### config.mk
export PLATFORM = sky130hd
export DESIGN_NAME = inst_fetch
export DESIGN_NICKNAME = d
export VERILOG_FILES = /design/src/rtl/inst_fetch.sv
export SDC_FILE = /design/constraint.sdc
export NUM_CORES = 1
export LEC_CHECK = 0
export ABC_AREA = 1
export CAP_MARGIN = 20
export CORE_MARGIN = 3
export CORE_UTILIZATION = 50
export CTS_CLUSTER_SIZE = 28
export DETAILED_ROUTE_END_ITERATION = 16
export PLACE_DENSITY = 0.8
export SYNTH_ARGS = -nofsm -noshare
export SYNTH_HDL_FRONTEND = slang
export SYNTH_SLANG_ARGS = --single-unit
### constraint.sdc
create_clock -name clk -period 3.5 [get_ports clk]
set_input_delay 0.7 -clock clk [delete_from_list [all_inputs] [get_ports clk]]
set_output_delay 0.7 -clock clk [all_outputs]
set_load 0.005 [all_outputs]
### src/rtl/inst_fetch.sv
// inst_fetch: PC-driven instruction fetch into a 2-entry FIFO with branch redirect; halt-word stop is enabled by defining FETCH_HALT_EN
module inst_fetch #(
  parameter int INST_W = 16,
  parameter int ADDR_W = 9,
  parameter int MEM_DEPTH = 10
) (
  input  logic              clk,
  input  logic              reset,
  output logic [ADDR_W-1:0] readaddr,
  input  logic [INST_W-1:0] inst,
  input  logic              branch_en,
  input  logic [ADDR_W-1:0] branch_target,
  input  logic              id_ready,
  output logic              if_valid,
  output logic [INST_W-1:0] if_inst,
  output logic [ADDR_W-1:0] if_pc,
  output logic              halted
);
  logic [ADDR_W-1:0] pc, pc_next, tgt, pc_b;
  logic [INST_W-1:0] inst_b;
  logic [1:0] count;
  logic pop, push, is_halt, halted_q;
  assign readaddr = pc;
  assign halted = halted_q;
  assign if_valid = count != 2'd0;
  assign pop = if_valid && id_ready;
  assign push = !halted_q && !branch_en && (count < 2'd2 || pop);
  assign pc_next = pc == ADDR_W'(MEM_DEPTH - 1) ? '0 : pc + ADDR_W'(1);
  assign tgt = 32'(branch_target) >= 32'(MEM_DEPTH) ? '0 : branch_target;
`ifdef FETCH_HALT_EN
  assign is_halt = &inst;
`else
  assign is_halt = 1'b0;
`endif
  // pc, FIFO (head drives if_inst/if_pc directly, second slot in pc_b/inst_b) and halt flag
  always_ff @(posedge clk) begin
    if (reset) begin
      pc <= '0;
      count <= '0;
      if_inst <= '0;
      if_pc <= '0;
      pc_b <= '0;
      inst_b <= '0;
      halted_q <= 1'b0;
    end else if (branch_en) begin
      pc <= tgt;
      count <= '0;
      halted_q <= 1'b0;
    end else begin
      if (push) begin
        pc <= pc_next;
        halted_q <= is_halt;
      end
      if (push && (count == 2'd0 || (count == 2'd1 && pop))) begin
        if_pc <= pc;
        if_inst <= inst;
      end else if (pop && count == 2'd2) begin
        if_pc <= pc_b;
        if_inst <= inst_b;
      end
      if (push && (count == 2'd2 || (count == 2'd1 && !pop))) begin
        pc_b <= pc;
        inst_b <= inst;
      end
      count <= count + {1'b0, push} - {1'b0, pop};
    end
  end
endmodule

# [Word-level counts from Yosys, hierarchy flattened]
# Cells that the tools add are included.
[totals] output_inout_bits=36 ff_bits=61 elab_cells=42
[op_classes] n_reduce_logical=19 n_eq_ne=3 n_addsub=3 n_lt_le_gt_ge=2 bitwise=1 mux=8
[op_table] cell="$mux 9" n=6
[op_table] cell="$mux 16" n=2
[op_table] cell="$add 9x1->9 const B" n=1
[op_table] cell="$eq 9x4->1 const B" n=1
[op_table] cell="$ge 9x4->1 const B" n=1
[op_table] cell="$logic_and 1x1->1" n=7
[op_table] cell="$reduce_bool 2->1" n=3
[op_table] cell="$reduce_and 2->1" n=2
[op_table] cell="$logic_or 1x1->1" n=3
[op_table] cell="$add 2x1->2" n=1
[op_table] cell="$eq 2x1->1 const B" n=1
[op_table] cell="$eq 2x2->1 const B" n=1
[op_table] cell="$logic_not 1->1" n=2
[op_table] cell="$logic_not 2->1" n=1
[op_table] cell="$lt 2x2->1 const B" n=1
[op_table] cell="$reduce_or 2->1" n=1
[op_table] cell="$sub 2x1->2" n=1
[op_table] cell="$not 1->1" n=1

# [Depth between registers and ports, before layout]
# Gate-level depths: netlist (run 1).
[depth] depth_word=7 mapped_depth=9 mapped_depth_nobuf=9

# [Worst setup path after synthesis (run 1)]
# OpenSTA, ideal clock, no wires.
[synth_path] path_type="in2reg" startpoint="in id_ready" endpoint="reg count[1]" path_stages=9 path_slack_ps=1416 arrival_time_ps=1969 t_required_ps=3385 cell_sequence="inv_2 -> a21oi_2 -> inv_1 -> ha_1 -> inv_1 -> ha_1 -> xnor2_1 -> xor2_1 -> and3_1"
[synth_between] elab_chain_cells=5
[synth_rtl] item="from (decl)" line="13" source="input logic id_ready,"
[synth_rtl] item="$logic_and 1x1->1 (*)" line="26" source="assign pop = if_valid && id_ready;"
[synth_rtl] item="$logic_or 1x1->1" line="27" source="assign push = !halted_q && !branch_en && (count < 2'd2 || pop);"
[synth_rtl] item="$logic_and 1x1->1" line="27"
[synth_rtl] item="$add 2x1->2" line="65" source="count <= count + {1'b0, push} - {1'b0, pop};"
[synth_rtl] item="$sub 2x1->2 (*)" line="65"
[synth_rtl] item="to (signal assigned)" line="65"
[synth_rtl] item="to (decl)" line="21" source="logic [1:0] count;"
# Mark *: on every way between the ends. The rest lies on a longest branch, timed or not.
# A chain may end at the register's enable or synchronous reset.

# [Worst setup path in the final report (run 1)]
# Same ends and word-level chain as after synthesis.

==> results of run 1 <==
-- state kept, by name (all words and copies together), names as in the netlist --
name,count
if_pc,9
count,2
readaddr,9
inst_b,16
pc_b,9
if_inst,16
-- layout make-up --
type / count / share of cell area, %
Multi-Input combinational cell: 266 / 34.5
Tap cell: 70 / 2.37
Clock buffer: 12 / 4.48
Inverter: 66 / 6.78
Sequential cell: 61 / 33.1
Clock inverter: 3 / 0.543
Timing Repair Buffer: 66 / 18.2
-- stage by stage --
stage                     total power (µW)  instances  hold slack (ps)
after floorplan                        908        415              454
after global placement                1010        528              461
after detailed placement              1020        528              472
after CTS                             1600        543              488
after global routing                  1670        544              508
final                                 1580        544              484
-- logic make-up (layout without fill, tap and decap cells) --
| kind of cell | Yosys count | in the layout | share of synthesized area [%] |
|---|---|---|---|
| AO/OA/AOI/OAI | 114 | 114 | 20.3 |
| other | 1 | 1 | 0.131 |
| buffers and inverters | 88 | 147 | 13.3 |
| AND/OR/NAND/NOR | 143 | 143 | 20.8 |
| flip-flops | 61 | 61 | 42.6 |
| adder cells (fa/ha/maj) | 4 | 4 | 1.75 |
| XOR/XNOR | 4 | 4 | 1.22 |
-- synthesized netlist by cell type --
cell / number
o21ai_2: 1
xor2_1: 3
inv_2: 3
buf_8: 2
nand2_2: 1
nor2_1: 56
o21ai_0: 60
a21oi_1: 32
a21oi_2: 1
nand4_1: 1
o21ai_1: 19
nand3b_1: 1
clkbuf_1: 6
nor3_1: 1
nand2_1: 57
nor3b_1: 1
dfxtp_1: 61
buf_1: 1
o211ai_1: 1
nand2_4: 1
inv_1: 62
and3_1: 1
ha_1: 4
inv_4: 1
nand3_2: 1
buf_4: 1
buf_6: 1
conb_1: 1
buf_2: 8
or2_1: 1
clkbuf_2: 3
xnor2_1: 1
nand3_1: 21
-- report_power, final --
| part | internal, µW | leakage, µW | switching [µW] |
|---|---|---|---|
| clock network | 309 | 0.0000905 | 269 |
| registers | 738 | 0.000498 | 22.3 |
| logic | 128 | 0.000929 | 119 |
| total | 1170 | 0.00152 | 410 |
-- metal layers --
| metal | vias to the layer above | routed length [µm] | GRT usage (%) | share of wire, % |
|---|---|---|---|---|
| met5 | - | 0 | 0 | 0 |
| met4 | 0 | 95 | 6.98 | 1.5 |
| met3 | 12 | 413 | 6.36 | 6.6 |
| met2 | 71 | 2950 | 34.0 | 47 |
| met1 | 1169 | 2760 | 22.8 | 44 |
| li1 | 1421 | - | - | - |
-- worst max-delay path by stage --
stage	endpoint	depth (start not counted)	from
CTS	count[1]	10	id_ready
finish	count[1]	10	id_ready
detailed placement	count[1]	10	id_ready
floorplan	count[1]	9	id_ready
global route	count[1]	10	id_ready
global placement	count[1]	10	id_ready
-- worst reg2reg max path: cells and delay by family (launching register included) --
kind / cells / cell delay, ps
AOI/OAI and AO/OA: 1 / 410
xor gates and xnor gates: 2 / 330
DFF: 1 / 370
buffers and inverters: 2 / 130
adders and majority gates: 2 / 460
and+or+nand+nor: 1 / 160
==> impl_metrics.py, run 1 <==
metrics = {
    "synth": {
        "yosys.area.top_type": "dfxtp_1",
        "avgSynthCellArea_um2": 6.91,
        "syn_area_um2": 2870,
        "syn_nets": 448,
        "synth.yosys.seq_area_share_pct": 42.6,
        "syn_inst": 415,
        "synth-seq-cells": 61,
        "yosys_warnings": 0,
        "synthDistinctLibCells": 33,
        "synth_top_area_share_pct": 42.6,
        "netlist_top_cells_area": "dfxtp_1 (43%), o21ai_0 (10%), inv_1 (8.1%)",
    },
    "clocking": {
        "postCtsSetupBuffers": 0,
        "cts-root-buf": "clkbuf_8",
        "clock_latency_ps": 340,
        "cts.clk_slew.worst_paths_ps": 60,
        "clock_sinks": 61,
        "clockBufferDepth": 2,
        "ctsHtreeMaxLevel": 3,
        "cts_buffers": 9,
        "cts_tree": "built",
        "cts_hold_buf": 0,
        "cts_resized": 0,
    },
    "grt": {
        "grt_first_pass_wirelength_mm": 10.2,
        "gr-usage-all-layers_pct": 19.7,
        "grt_max_degree": 59,
        "grt_pass1_vias": 2350,
        "antenna_found_initial": 0,
        "grt_overflow": 0,
    },
    "hold_path": {
        "holdPathStages": 2,
        "hold_end": "inst_b[11]",
        "hp-class": "register to register",
        "hold_start": "inst_b[11]",
    },
    "detailed_routing": {
        "initialDrtViolationCount": 126,
        "wire_per_inst_um": 11.4,
        "ant_nets": 0,
        "viasPerCell": 4.91,
        "totalWireLength_mm": 6.22,
        "vias": 2673,
        "remaining_drc_errors": 0,
        "first_pass_iters": 4,
    },
    "setup_path": {
        "r2r_end": "count[1]",
        "crit_path_end_kind": "register",
        "crit_chain": "clkdlybuf4s50_1, inv_2, a21oi_2, inv_1, ha_1, inv_1, ha_1, xnor2_1, xor2_1, and3_1",
        "cpMaxStageDelayCell": "clkdlybuf4s50_1",
        "required_ps": 3780,
        "slowest_delay_ps": 490,
        "cp_max_fo": 8,
        "worst_r2r_startpoint": "count[1]",
        "cp-start-kind": "input port",
        "cp_data_arrival_time_ps": 2740,
        "critical_path.top_delay_family": "buffers and inverters",
        "rrSetupSlack_ps": 1570,
        "crit_buf_inv": 4,
        "reg2reg_depth": 8,
        "critical_path_class": "input port to register",
    },
    "place": {
        "port-buffer-count": 63,
        "placed_area_um2": 3480,
        "hpwl_mm": 4.05,
        "pre_cts_ws_ps": 685,
        "gp_congestion": 0.839,
    },
    "timing": {
        "fin_crit_sh_pct": 70.2,
        "min_period_ps": 2460,
        "rsz0062_at_grt": "no",
        "fin_worst_skew_ps": 7.56,
        "final_max_slew_viol_count": 0,
        "setup_viol": 0,
        "setup_ws_ps": 1040,
        "fmax_ghz": 0.407,
        "tns_ps": 0,
        "hold_violations": 0,
    },
    "finish": {
        "syn_to_final_growth_pct": 28.7,
        "stdcell_area_um2": 3690,
        "fin_util_pct": 69.2,
        "final_layout_size_suffix_gt1_share_pct": 5.70,
        "layout.nets": 503,
        "nFillCells": 463,
        "mostFrequentLayoutCells": "clkdlybuf4s50_1 (63), inv_1 (62), dfxtp_1 (61), o21ai_0 (60), nand2_1 (57)",
        "multi_input_comb_area_um2": 1270,
        "antenna_cells": 0,
        "layout.area.seq_um2": 1220,
        "layout_commonest_cell": "clkdlybuf4s50_1",
    },
    "power": {
        "p_per_area_nw_per_um2": 430,
        "power_leakage_uw": 0.00152,
        "peakVddDrop_mv": 0.369,
    },
    "die": {
        "die_x_um": 81.7,
        "dieArea_um2": 6680,
        "initial_utilization_pct": 53.7,
        "io_pins": 65,
        "fp.dieH_um": 81.7,
        "core_um2": 5340,
        "rows": 26,
    },
    "run_status": {
        "status": "finished clean",
    },
    "flow_run": {
        "timing.max_cap.violations": 0,
    },
}
No activity file was read; power rests on OpenSTA's default activity.
==> run 2: changes to the inputs <==
- CORE_UTILIZATION: 50 -> 45
- PLACE_DENSITY: 0.8 -> 0.76
- clock period: 3.5 -> 2 ns (I/O delays scaled with it)
==> run 2 against run 1 <==
Critical path depth down 7. Total power rose by 71%. Sequential power up 75%. Sequential share of layout area decreased by 0.50 points. Clock skew shrank 1.4 ps. Critical path type is now register to output pin. Largest cell class unchanged. Largest power group unchanged.
==> impl_metrics.py, run 2 (synthesis gave the netlist of run 1 again) <==
metrics = {
    "timing": {
        "hold_violations": 0,
        "setup_ws_ps": 168,
        "rsz0062_at_grt": "no",
        "min_period_ps": 1830,
        "fin_crit_sh_pct": 91.6,
        "fin_worst_skew_ps": 6.17,
        "fmax_ghz": 0.546,
        "final_max_slew_viol_count": 0,
        "setup_viol": 0,
    },
    "finish": {
        "syn_to_final_growth_pct": 30.7,
        "antenna_cells": 0,
        "layout.nets": 511,
        "final_cells": 556,
        "largestRegisters": "if_inst x16, inst_b x16",
        "fin_util_pct": 61.8,
        "mostFrequentLayoutCells": "clkdlybuf4s50_1 (63), inv_1 (62), dfxtp_1 (61), o21ai_0 (60), nand2_1 (57)",
        "layout_commonest_cell": "clkdlybuf4s50_1",
        "final_layout_size_suffix_gt1_share_pct": 6.86,
    },
    "power": {
        "power_frac_seq_pct": 49.0,
        "p_sw_share_pct": 25.3,
        "peakVddDrop_mv": 0.393,
        "p_comb_share_pct": 16.5,
        "power_leakage_uw": 0.00156,
        "power.switching_uw": 687,
        "clockPowerShare_pct": 34.4,
        "internal-power_uw": 2030,
        "p_per_area_nw_per_um2": 724,
    },
    "grt": {
        "grt_overflow": 0,
        "antenna_found_initial": 0,
        "grt_pass1_vias": 2504,
        "grt_max_degree": 59,
        "gr-usage-all-layers_pct": 18.5,
        "grt_first_pass_wirelength_mm": 11.0,
    },
    "detailed_routing": {
        "totalWireLength_mm": 6.33,
        "vias": 2693,
        "ant_nets": 0,
        "remaining_drc_errors": 0,
        "first_pass_iters": 6,
        "initialDrtViolationCount": 166,
        "viasPerCell": 4.84,
        "wire_per_inst_um": 11.4,
    },
    "clocking": {
        "cts-root-buf": "clkbuf_8",
        "cts_hold_buf": 0,
        "clock_sinks": 61,
        "cts_buffers": 9,
        "cts_resized": 0,
        "cts.clk_slew.worst_paths_ps": 60,
        "postCtsSetupBuffers": 0,
        "clock_latency_ps": 330,
        "clockBufferDepth": 2,
        "ctsHtreeMaxLevel": 3,
        "cts_tree": "built",
    },
    "setup_path": {
        "reg2reg_depth": 8,
        "cp.depth": 3,
        "cp_max_fo": 5,
        "r2r_end": "count[1]",
        "critical_path_class": "register to output pin",
        "crit_chain": "inv_2, nand2_1, clkdlybuf4s50_1",
        "crit_path_end_kind": "output pin",
        "crit_buf_inv": 2,
        "critical_path.top_delay_family": "buffers and inverters",
        "cp-start-kind": "register",
        "required_ps": 1600,
        "cp_data_arrival_time_ps": 1430,
        "rrSetupSlack_ps": 370,
        "worst_r2r_startpoint": "count[1]",
        "slowest_delay_ps": 490,
        "cpMaxStageDelayCell": "clkdlybuf4s50_1",
    },
    "die": {
        "die_x_um": 85.8,
        "fp.dieH_um": 85.8,
        "rows": 28,
        "initial_utilization_pct": 47.3,
        "core_um2": 6060,
        "dieArea_um2": 7360,
        "io_pins": 65,
    },
    "hold_path": {
        "holdPathStages": 2,
        "hold_end": "pc_b[5]",
        "hold_start": "pc_b[5]",
        "hp-class": "register to register",
    },
    "flow_run": {
        "timing.max_cap.violations": 0,
    },
    "place": {
        "place_inst": 542,
        "hpwl_mm": 4.28,
        "port-buffer-count": 63,
        "pre_cts_ws_ps": -168,
        "gp_congestion": 0.811,
    },
    "run_status": {
        "status": "finished clean",
    },
}
## run 2: changes by cell type in the layout (fill, tap and decap cells not counted), sizes merged
cell	delta
buf	+8
clkinvlp	-2
clkinv	+1
## run 2: layout make-up
class	instances	area, µm²
Clock buffer	12	155
Fill cell	564	2310
Multi-Input combinational cell	266	1260
Tap cell	75	93.8
Timing Repair Buffer	74	751
Sequential cell	61	1220
Clock inverter	2	10.0
Inverter	66	250
## run 2: metrics by stage
step	TNS [ps]	hold WS (ps)	total power [µW]	instance area, µm²
after global placement	-83.0	461	1800	3580
final	0	484	2710	3750
after global routing	0	506	2880	3750
after floorplan	0	454	1590	2870
after CTS	0	488	2750	3750
after detailed placement	-464	474	1810	3580
## run 2: metal layers
metal	part of all wire [%]	wire length [µm]	vias up	global-route usage [%]
li1	-	-	1443	-
met1	47	2980	1166	23.4
met2	47	2960	77	30.6
met3	5.2	326	7	3.75
met4	1.0	63	0	7.77
met5	0	0	-	0
## run 2: power by group through the flow
stage               logic, µW  registers, µW  clock network, µW
floorplan                 233           1360                  0
global placement          440           1360                  0
detailed placement        450           1360                  0
CTS                       453           1330                964
global route              503           1340               1030
finish                    448           1330                935
## run 2: worst max path at each step
stage / from / endpoint
after detailed placement: id_ready / count[1]
final: count[1] / if_valid
after floorplan: id_ready / count[1]
after global routing: id_ready / count[1]
after global placement: id_ready / count[1]
after CTS: count[1] / if_valid
## run 2: worst reg2reg max path: cells and delay by family, from the launching register on
kind            cells  cell delay [ps]
compound gates      1              150
fa+ha+maj           2              400
xor+xnor            2              280
simple gates        1              150
buf+inv             2              160
flops               1              440
